`src/rtl/counter_pkg.sv`:
```
// Shared defaults and encodings for the modulo-N counter.
// Down counting is compiled in only with COUNTER_MODN_DOWN_EN.
package counter_pkg;

   localparam int CNT_WIDTH   = 4;
   localparam int CNT_DEF_MOD = 6;

   typedef enum logic {
      DIR_UP   = 1'b0,
      DIR_DOWN = 1'b1
   } dir_e;

   typedef enum logic [1:0] {
      OP_HOLD,
      OP_COUNT,
      OP_LOAD,
      OP_CLR
   } op_e;

endpackage

```
`src/rtl/counter_modn_if.sv`:
```
// Control and status bundle of the modulo-N counter.
// The counter is the slave; whoever drives controls is the master.
interface counter_modn_if
   import counter_pkg::*;
#(
   parameter int WIDTH = CNT_WIDTH
);

   logic             clr;
   logic             load;
   logic [WIDTH-1:0] load_val;
   logic             en;
   logic             dir;
   logic             mod_sel;
   logic [WIDTH-1:0] mod_val;
   logic [WIDTH-1:0] q;
   logic             carry_out;
   logic             out_clk;

   modport master (
      output clr, load, load_val, en, dir, mod_sel, mod_val,
      input  q, carry_out, out_clk
   );

   modport slave (
      input  clr, load, load_val, en, dir, mod_sel, mod_val,
      output q, carry_out, out_clk
   );

endinterface

```
`src/rtl/counter_modn_next.sv`:
```
// Next-count, wrap and divided-clock logic of the modulo-N counter.
// Down counting is present only with COUNTER_MODN_DOWN_EN defined.
module counter_modn_next
   import counter_pkg::*;
#(
   parameter int WIDTH   = CNT_WIDTH,
   parameter int DEF_MOD = CNT_DEF_MOD
) (
   input  logic             rst,
   input  logic [WIDTH-1:0] q,
   input  logic             out_clk,
   input  logic             clr,
   input  logic             load,
   input  logic [WIDTH-1:0] load_val,
   input  logic             en,
   input  logic             dir,
   input  logic             mod_sel,
   input  logic [WIDTH-1:0] mod_val,
   output logic [WIDTH-1:0] q_nxt,
   output logic             out_clk_nxt,
   output logic             carry_out
);

   localparam logic [WIDTH-1:0] DEF_M = WIDTH'(DEF_MOD);

   logic [WIDTH-1:0] m_sel;
   logic [WIDTH-1:0] last;
   logic [WIDTH-1:0] cnt_nxt;
   logic             cnt_wrap;
   logic             in_range;
   logic             ld_ok;
   logic             wrap;
   op_e              op;

   assign m_sel = mod_sel ? mod_val : DEF_M;
   assign last  = m_sel - WIDTH'(1);

   // a zero modulus stands for 2^WIDTH: every value is in range
   assign in_range = (m_sel == '0) || (q < m_sel);
   assign ld_ok    = (m_sel == '0) || (load_val < m_sel);

`ifdef COUNTER_MODN_DOWN_EN
   always_comb begin
      cnt_nxt  = q;
      cnt_wrap = 1'b0;
      if (dir == DIR_DOWN) begin
         if (q == '0) begin
            cnt_nxt  = last;
            cnt_wrap = 1'b1;
         end else if (in_range) begin
            cnt_nxt = q - WIDTH'(1);
         end else begin
            cnt_nxt = last;
         end
      end else if (q >= last) begin
         cnt_nxt  = '0;
         cnt_wrap = 1'b1;
      end else begin
         cnt_nxt = q + WIDTH'(1);
      end
   end
`else
   logic unused_dir;
   logic unused_range;

   assign unused_dir   = dir;
   assign unused_range = in_range;

   always_comb begin
      cnt_nxt  = q + WIDTH'(1);
      cnt_wrap = 1'b0;
      if (q >= last) begin
         cnt_nxt  = '0;
         cnt_wrap = 1'b1;
      end
   end
`endif

   always_comb begin
      op = OP_HOLD;
      unique case (1'b1)
         clr:                   op = OP_CLR;
         (!clr && load):        op = OP_LOAD;
         (!clr && !load && en): op = OP_COUNT;
         default:               op = OP_HOLD;
      endcase
   end

   always_comb begin
      q_nxt       = q;
      out_clk_nxt = out_clk;
      wrap        = 1'b0;
      unique case (op)
         OP_CLR: begin
            q_nxt       = '0;
            out_clk_nxt = 1'b0;
         end
         OP_LOAD: begin
            q_nxt = ld_ok ? load_val : '0;
         end
         OP_COUNT: begin
            q_nxt       = cnt_nxt;
            wrap        = cnt_wrap;
            out_clk_nxt = out_clk ^ cnt_wrap;
         end
         default: begin
            q_nxt = q;
         end
      endcase
   end

   assign carry_out = wrap & rst;

endmodule

```
`src/rtl/counter_modn.sv`:
```
// Modulo-N up/down counter with cascade carry and divided clock.
// Build with COUNTER_MODN_DOWN_EN to enable down counting.
module counter_modn
   import counter_pkg::*;
#(
   parameter int WIDTH   = CNT_WIDTH,
   parameter int DEF_MOD = CNT_DEF_MOD
) (
   input logic           in_clk,
   input logic           rst,
   counter_modn_if.slave bus
);

   logic [WIDTH-1:0] q_r;
   logic [WIDTH-1:0] q_nxt;
   logic             out_clk_r;
   logic             out_clk_nxt;
   logic             carry;

   counter_modn_next #(
      .WIDTH   (WIDTH),
      .DEF_MOD (DEF_MOD)
   ) u_next (
      .rst         (rst),
      .q           (q_r),
      .out_clk     (out_clk_r),
      .clr         (bus.clr),
      .load        (bus.load),
      .load_val    (bus.load_val),
      .en          (bus.en),
      .dir         (bus.dir),
      .mod_sel     (bus.mod_sel),
      .mod_val     (bus.mod_val),
      .q_nxt       (q_nxt),
      .out_clk_nxt (out_clk_nxt),
      .carry_out   (carry)
   );

   always_ff @(posedge in_clk or negedge rst) begin
      if (!rst) begin
         q_r       <= '0;
         out_clk_r <= 1'b0;
      end else begin
         q_r       <= q_nxt;
         out_clk_r <= out_clk_nxt;
      end
   end

   assign bus.q         = q_r;
   assign bus.out_clk   = out_clk_r;
   assign bus.carry_out = carry;

endmodule

```
`src/flat_wrapper.sv`:
```
// flat-port wrapper written by rule: the top's interface ports become plain ports
module counter_modn_flat import counter_pkg::*;
#(
   parameter int WIDTH   = CNT_WIDTH,
   parameter int DEF_MOD = CNT_DEF_MOD
)
  (in_clk, rst, bus_clr, bus_load, bus_load_val, bus_en, bus_dir, bus_mod_sel, bus_mod_val, bus_q, bus_carry_out, bus_out_clk);
  counter_modn_if #(.WIDTH(WIDTH)) bus_i ();
  input logic in_clk;
  input logic rst;
  input wire logic [$bits(bus_i.clr)-1:0] bus_clr;
  input wire logic [$bits(bus_i.load)-1:0] bus_load;
  input wire logic [$bits(bus_i.load_val)-1:0] bus_load_val;
  input wire logic [$bits(bus_i.en)-1:0] bus_en;
  input wire logic [$bits(bus_i.dir)-1:0] bus_dir;
  input wire logic [$bits(bus_i.mod_sel)-1:0] bus_mod_sel;
  input wire logic [$bits(bus_i.mod_val)-1:0] bus_mod_val;
  output wire logic [$bits(bus_i.q)-1:0] bus_q;
  output wire logic [$bits(bus_i.carry_out)-1:0] bus_carry_out;
  output wire logic [$bits(bus_i.out_clk)-1:0] bus_out_clk;
  assign bus_i.clr = bus_clr;
  assign bus_i.load = bus_load;
  assign bus_i.load_val = bus_load_val;
  assign bus_i.en = bus_en;
  assign bus_i.dir = bus_dir;
  assign bus_i.mod_sel = bus_mod_sel;
  assign bus_i.mod_val = bus_mod_val;
  assign bus_q = bus_i.q;
  assign bus_carry_out = bus_i.carry_out;
  assign bus_out_clk = bus_i.out_clk;
  counter_modn #(.WIDTH(WIDTH), .DEF_MOD(DEF_MOD)) u_core (.in_clk(in_clk), .rst(rst), .bus(bus_i));
endmodule
```
`config.mk`:
```
export PLATFORM = sky130hd
export DESIGN_NAME = counter_modn_flat
export DESIGN_NICKNAME = d
export VERILOG_FILES = /design/src/rtl/counter_pkg.sv /design/src/rtl/counter_modn_if.sv /design/src/rtl/counter_modn_next.sv /design/src/rtl/counter_modn.sv /design/src/flat_wrapper.sv
export SDC_FILE = /design/constraint.sdc
export NUM_CORES = 1
export LEC_CHECK = 0
export CAP_MARGIN = 20
export CORE_MARGIN = 2
export CORE_UTILIZATION = 44
export DETAILED_ROUTE_END_ITERATION = 16
export PLACE_DENSITY = 0.78
export SETUP_SLACK_MARGIN = 0.5
export SYNTH_ARGS = -nofsm -noshare
export SYNTH_HDL_FRONTEND = slang
export SYNTH_SLANG_ARGS = --single-unit
```
`constraint.sdc`:
```
create_clock -name in_clk -period 3.2 [get_ports in_clk]
set_input_delay 0.8 -clock in_clk [delete_from_list [all_inputs] [get_ports in_clk]]
set_output_delay 0.8 -clock in_clk [all_outputs]
set_load 0.01 [all_outputs]
```
* Word-level counts from Yosys, hierarchy flattened
Cells that the tools add are included.
** Word-level totals
- Flip-flop bits (word level) :: 5
- Input bits :: 15
- Output and inout port bits :: 6
** Operators by class
- Add/subtract/negate cells :: 2
- $lt $le $gt $ge :: 2
- Eq/ne operators :: 3
- Mux-type cells :: 8
- Bitwise operators :: 2
- Reduce and logical (&&, ||, !) cells :: 9
** Operators with widths (number)
- 4-bit 2-to-1 mux :: 3
- 4-bit one-hot mux with 3 select lines :: 1
- 2-bit one-hot mux with 3 select lines :: 1
- 4-bit by 1-bit adder with 4-bit output, second input constant :: 1
- 2-bit == test, second input constant :: 2
- 4-bit greater-or-equal comparator :: 1
- 4-bit logical NOT :: 1
- 4-bit < comparator :: 1
- 4-bit by 1-bit subtractor with 4-bit output, second input constant :: 1
- 1-bit logical AND :: 3
- 3-bit nonzero test :: 1
- 2-bit by 1-bit == test with 1-bit output, second input constant :: 1
- 1-bit logical NOT :: 2
- 1-bit 2-to-1 mux :: 2
- 1-bit one-hot mux with 2 select lines :: 1
- 2-bit nonzero test :: 1
- 1-bit AND :: 1
- 1-bit logical OR :: 1
- 1-bit bitwise XOR :: 1

* Longest topological paths before layout
- Depth after elaboration :: 7
- Depth in mapped cells :: 8

* Cells and area by module
From an unflattened synthesis, not the netlist that was laid out.
** Unflattened totals
- Cell total of the unflattened synthesis :: 65
- Area total of the unflattened synthesis :: 593.1 um2
** By module, submodules not included
- counter_modn_next :: instances 1, cells an instance 60, area each 467.9 um2
- counter_modn :: instances 1, cells an instance 5, area each 125.1 um2

* Worst setup path before layout
No wires, ideal clock.
- Path kind :: input-to-output
- From :: input port bus_mod_sel
- To :: output port bus_carry_out
- Arrival :: 2218 ps
- Setup slack :: 182 ps
- Stages on the path :: 6
- Path through :: nor2b_1 ha_1 ha_1 a2111oi_4 nor3b_1 and3_1
** Between the ends
- Longest elaborated chain between the ends :: 6
** RTL lines
- start: declaration :: RTL line flat_wrapper.sv:16 : input wire logic [$bits(bus_i.mod_sel)-1:0] bus_mod_sel;
- 4-bit 2-to-1 mux :: RTL line counter_modn_next.sv:35 : assign m_sel = mod_sel ? mod_val : DEF_M;
- 4-bit by 1-bit subtractor with 4-bit output :: RTL line counter_modn_next.sv:36 : assign last = m_sel - WIDTH'(1);
- 4-bit greater-or-equal comparator :: RTL line counter_modn_next.sv:72 : if (q >= last) begin
- 1-bit 2-to-1 mux :: RTL line counter_modn_next.sv:72
- 1-bit 2-to-1 mux :: RTL line counter_modn_next.sv:93 : unique case (op)
- 1-bit AND :: RTL line counter_modn_next.sv:112 : assign carry_out = wrap & rst;
- end: declaration :: RTL line flat_wrapper.sv:19 : output wire logic [$bits(bus_i.carry_out)-1:0] bus_carry_out;
No other way between the ends.

* Final worst setup path
- From :: input port bus_mod_val[0]
- To :: output port bus_carry_out
** Between the ends
- Longest elaborated chain between the ends :: 6
** RTL lines
- start: declaration :: RTL line flat_wrapper.sv:17 : input wire logic [$bits(bus_i.mod_val)-1:0] bus_mod_val;
- 4-bit 2-to-1 mux :: RTL line counter_modn_next.sv:35
- 4-bit by 1-bit subtractor with 4-bit output :: RTL line counter_modn_next.sv:36
- 4-bit greater-or-equal comparator :: RTL line counter_modn_next.sv:72
- 1-bit 2-to-1 mux :: RTL line counter_modn_next.sv:72
- 1-bit 2-to-1 mux :: RTL line counter_modn_next.sv:93
- 1-bit AND :: RTL line counter_modn_next.sv:112
No other way between the ends.

==> impl_metrics.json <==
{
  "status": "complete, but fails checks",
  "violations": "setup timing",
  "setup_violations": 1,
  "seq_area_frac_synth": 0.203,
  "synthTopCellsByArea": "dfrtp_1 20%, ha_1 20%, a2111oi_4 4.5%",
  "num_rows": 13,
  "netlist_instances": 66,
  "drt_iter0_drc": 21,
  "end_kind": "primary output",
  "skew_ns": 0.000667,
  "setup_tns_ns": -0.0665,
  "hpwl_um": 1410,
  "fmax_mhz": 306,
  "dieArea_mm2": 0.00172,
  "power_density_mw_per_mm2": 297,
  "die_h_um": 41.4,
  "fp.coreArea_mm2": 0.00130,
  "dr.pass1.iters": 5,
  "drc_errors": 0,
  "synth_top_cell_by_area": "dfrtp_1",
  "cts_tree": "yes",
  "grt_max_degree": 9,
  "netlist_area_um2": 617,
  "fin_hold_ws_ns": 0.685,
  "critPathMaxStageDelay_ns": 0.27,
  "ys.flop_type": "dfrtp_1",
  "arrival_ns": 2.47,
  "slowest_stage": "ha_1",
  "area_delta_synth_final_pct": 73.0,
  "syn_avg_cell_area_um2": 9.35,
  "io_pins": 21,
  "worstPathMaxFanout": 3,
  "numCtsBuffers": 3,
  "detail-route-antenna-nets": 0,
  "track_usage": 0.238,
  "drive_above_1_share": 0.389,
  "timing.final.crit_share": 1.02,
  "slew_headroom": 0.706,
  "finalWeightedCongestion": 0.778,
  "synth_commonest_cells": "10 x ha_1, 7 x nand2_1, 5 x dfrtp_1, 4 x nor2_1",
  "nets": 134,
  "cts_max_level": 1,
  "final_area_mm2": 0.00107,
  "synth.most_common_cell": "ha_1",
  "cp-start-kind": "primary input",
  "instances_no_fill": 123,
  "clock_sinks": 5,
  "required_ns": 2.40,
  "initial_core_util": 0.474,
  "clockBufferDepth": 2,
  "hold_path.class": "reg -> reg",
  "hold_violations": 0,
  "layout_min_cycle_time_ns": 3.27,
  "clock_tree.root_cell": "clkbuf_4",
  "place_inst": 112,
  "antenna_found_initial": 0,
  "synth_warnings": 0,
  "cts_hold_buf": 0,
  "synth-seq-cells": 5,
  "async_flop_share": 1.00,
  "synth_top_area_frac": 0.203,
  "power_w": 0.000317,
  "placed_cell_area_um2": 950,
  "grt_pass1_wl_um": 3140,
  "path_common_cell": "buf_2",
  "fin_ws_ns": -0.0665,
  "vias": 732,
  "via_per_inst": 5.95,
  "grt_pass1_vias": 717,
  "synth_nets": 91,
  "detail_route.wl_per_cell_um": 15.8,
  "die_width_um": 41.4,
  "worst_ir_drop_vdd_mv": 0.130,
  "p_leak_nw": 0.487,
  "insertion_delay_ns": 0.25,
  "synth_edf_count": 0,
  "wirelength_um": 1940,
  "slew_viol_final": 0,
  "path_cells": "buf_2 -> nor3_2 -> xor2_1 -> nand2_1 -> ha_1 -> o21a_1 -> nor2_2 -> nor3b_2 -> and3_1 -> buf_2",
  "worst-setup-path-type": "in -> out",
  "globalRouteOverflowTotal": 0,
  "rsz0062_at_grt": "yes",
  "tightest_slew_ns": 0.435,
  "clkTransAtPathRegs_ns": 0.05,
  "io_buffers": 19,
  "cap_violations": 0,
  "synth_cell_type_count": 34,
  "n_antenna_cell": 0
}
## per-stage QoR
stage	util	worst slack, ns
4_1_cts	0.781	-0.0276
6_report	0.820	-0.0665
2_1_floorplan	-	0.284
3_3_place_gp	0.730	-0.755
5_1_grt	0.820	-0.184
3_5_place_dp	0.730	-0.846
## worst max-delay path: cells and delay by family
family / cells / cell delay, ns
buffers and inverters: 2 / 0.26
adder cells (fa/ha/maj): 1 / 0.27
XOR/XNOR: 1 / 0.17
AO/OA/AOI/OAI: 1 / 0.16
AND/OR/NAND/NOR: 5 / 0.81
## logic make-up after synthesis
logic type,count (synthesis),share of synthesized area
AND/OR/NAND/NOR,27,0.268
AO/OA/AOI/OAI,16,0.241
adder cells (fa/ha/maj),10,0.203
flip-flops,5,0.203
buffers and inverters,4,0.0243
XOR/XNOR,3,0.0426
multiplexers,1,0.0183
## flip-flops by register name (all words and copies together), names as in the netlist
signal / flops
u_core.bus.q: 4
u_core.bus.out_clk: 1
## power by group
group	total, W	switching, W	leakage, nW	internal, W
clock	0.0000779	0.0000304	0.0150	0.0000474
combinational	0.000164	0.0000688	0.404	0.0000955
sequential	0.0000753	0.00000715	0.0676	0.0000681
total	0.000317	0.000106	0.487	0.000211
## layout by cell type (no fill, tap or decap), types with 2 or more instances in the layout
| cell | count |
|---|---|
| clkdlybuf4s50_1 | 13 |
| clkbuf_4 | 3 |
| nor3b_1 | 2 |
| inv_1 | 3 |
| nor2_1 | 3 |
| dfrtp_1 | 5 |
| ha_1 | 6 |
| nor4bb_1 | 2 |
| buf_4 | 18 |
| o211ai_1 | 2 |
| ha_4 | 3 |
| buf_2 | 4 |
| buf_6 | 2 |
| nor2b_4 | 2 |
| nand2_1 | 6 |
| o21ai_0 | 2 |
## repair_timing
item                                    4_1_cts  5_1_grt
setup buffers                                 4        3
resized for setup                            29        5
pin swaps                                    10        9
endpoints found under the setup margin        5        2
## final cells by class
type                            count  area, um2
Timing Repair Buffer               39        332
Clock buffer                        4       26.3
Sequential cell                     5        125
Inverter                            3       11.3
Multi-Input combinational cell     57        554
Tap cell                           15       18.8
Fill cell                          85        234
## worst paths after layout
path	cells after the start	to	startpoint	slack, ns
worst min register to register	3	u_core.bus.q[2]	u_core.bus.q[2]	0.69
worst max register to register	8	u_core.bus.out_clk	u_core.bus.q[0]	1.06
worst max-delay path	10	bus_carry_out	bus_mod_val[0]	-0.07
worst min-delay path	3	u_core.bus.q[2]	u_core.bus.q[2]	0.69
max in group asynchronous	2	u_core.bus.q[3]	rst	2.25
min in group asynchronous	2	u_core.bus.out_clk	rst	0.84
## layer usage
| layer | up-vias | global-route usage | share of wire |
|---|---|---|---|
| met3 | 12 | 0.0304 | 0.053 |
| li1 | 341 | - | - |
| met5 | - | 0 | 0 |
| met1 | 335 | 0.249 | 0.39 |
| met2 | 44 | 0.447 | 0.51 |
| met4 | 0 | 0.135 | 0.043 |
No activity file was read; power rests on OpenSTA's default activity.
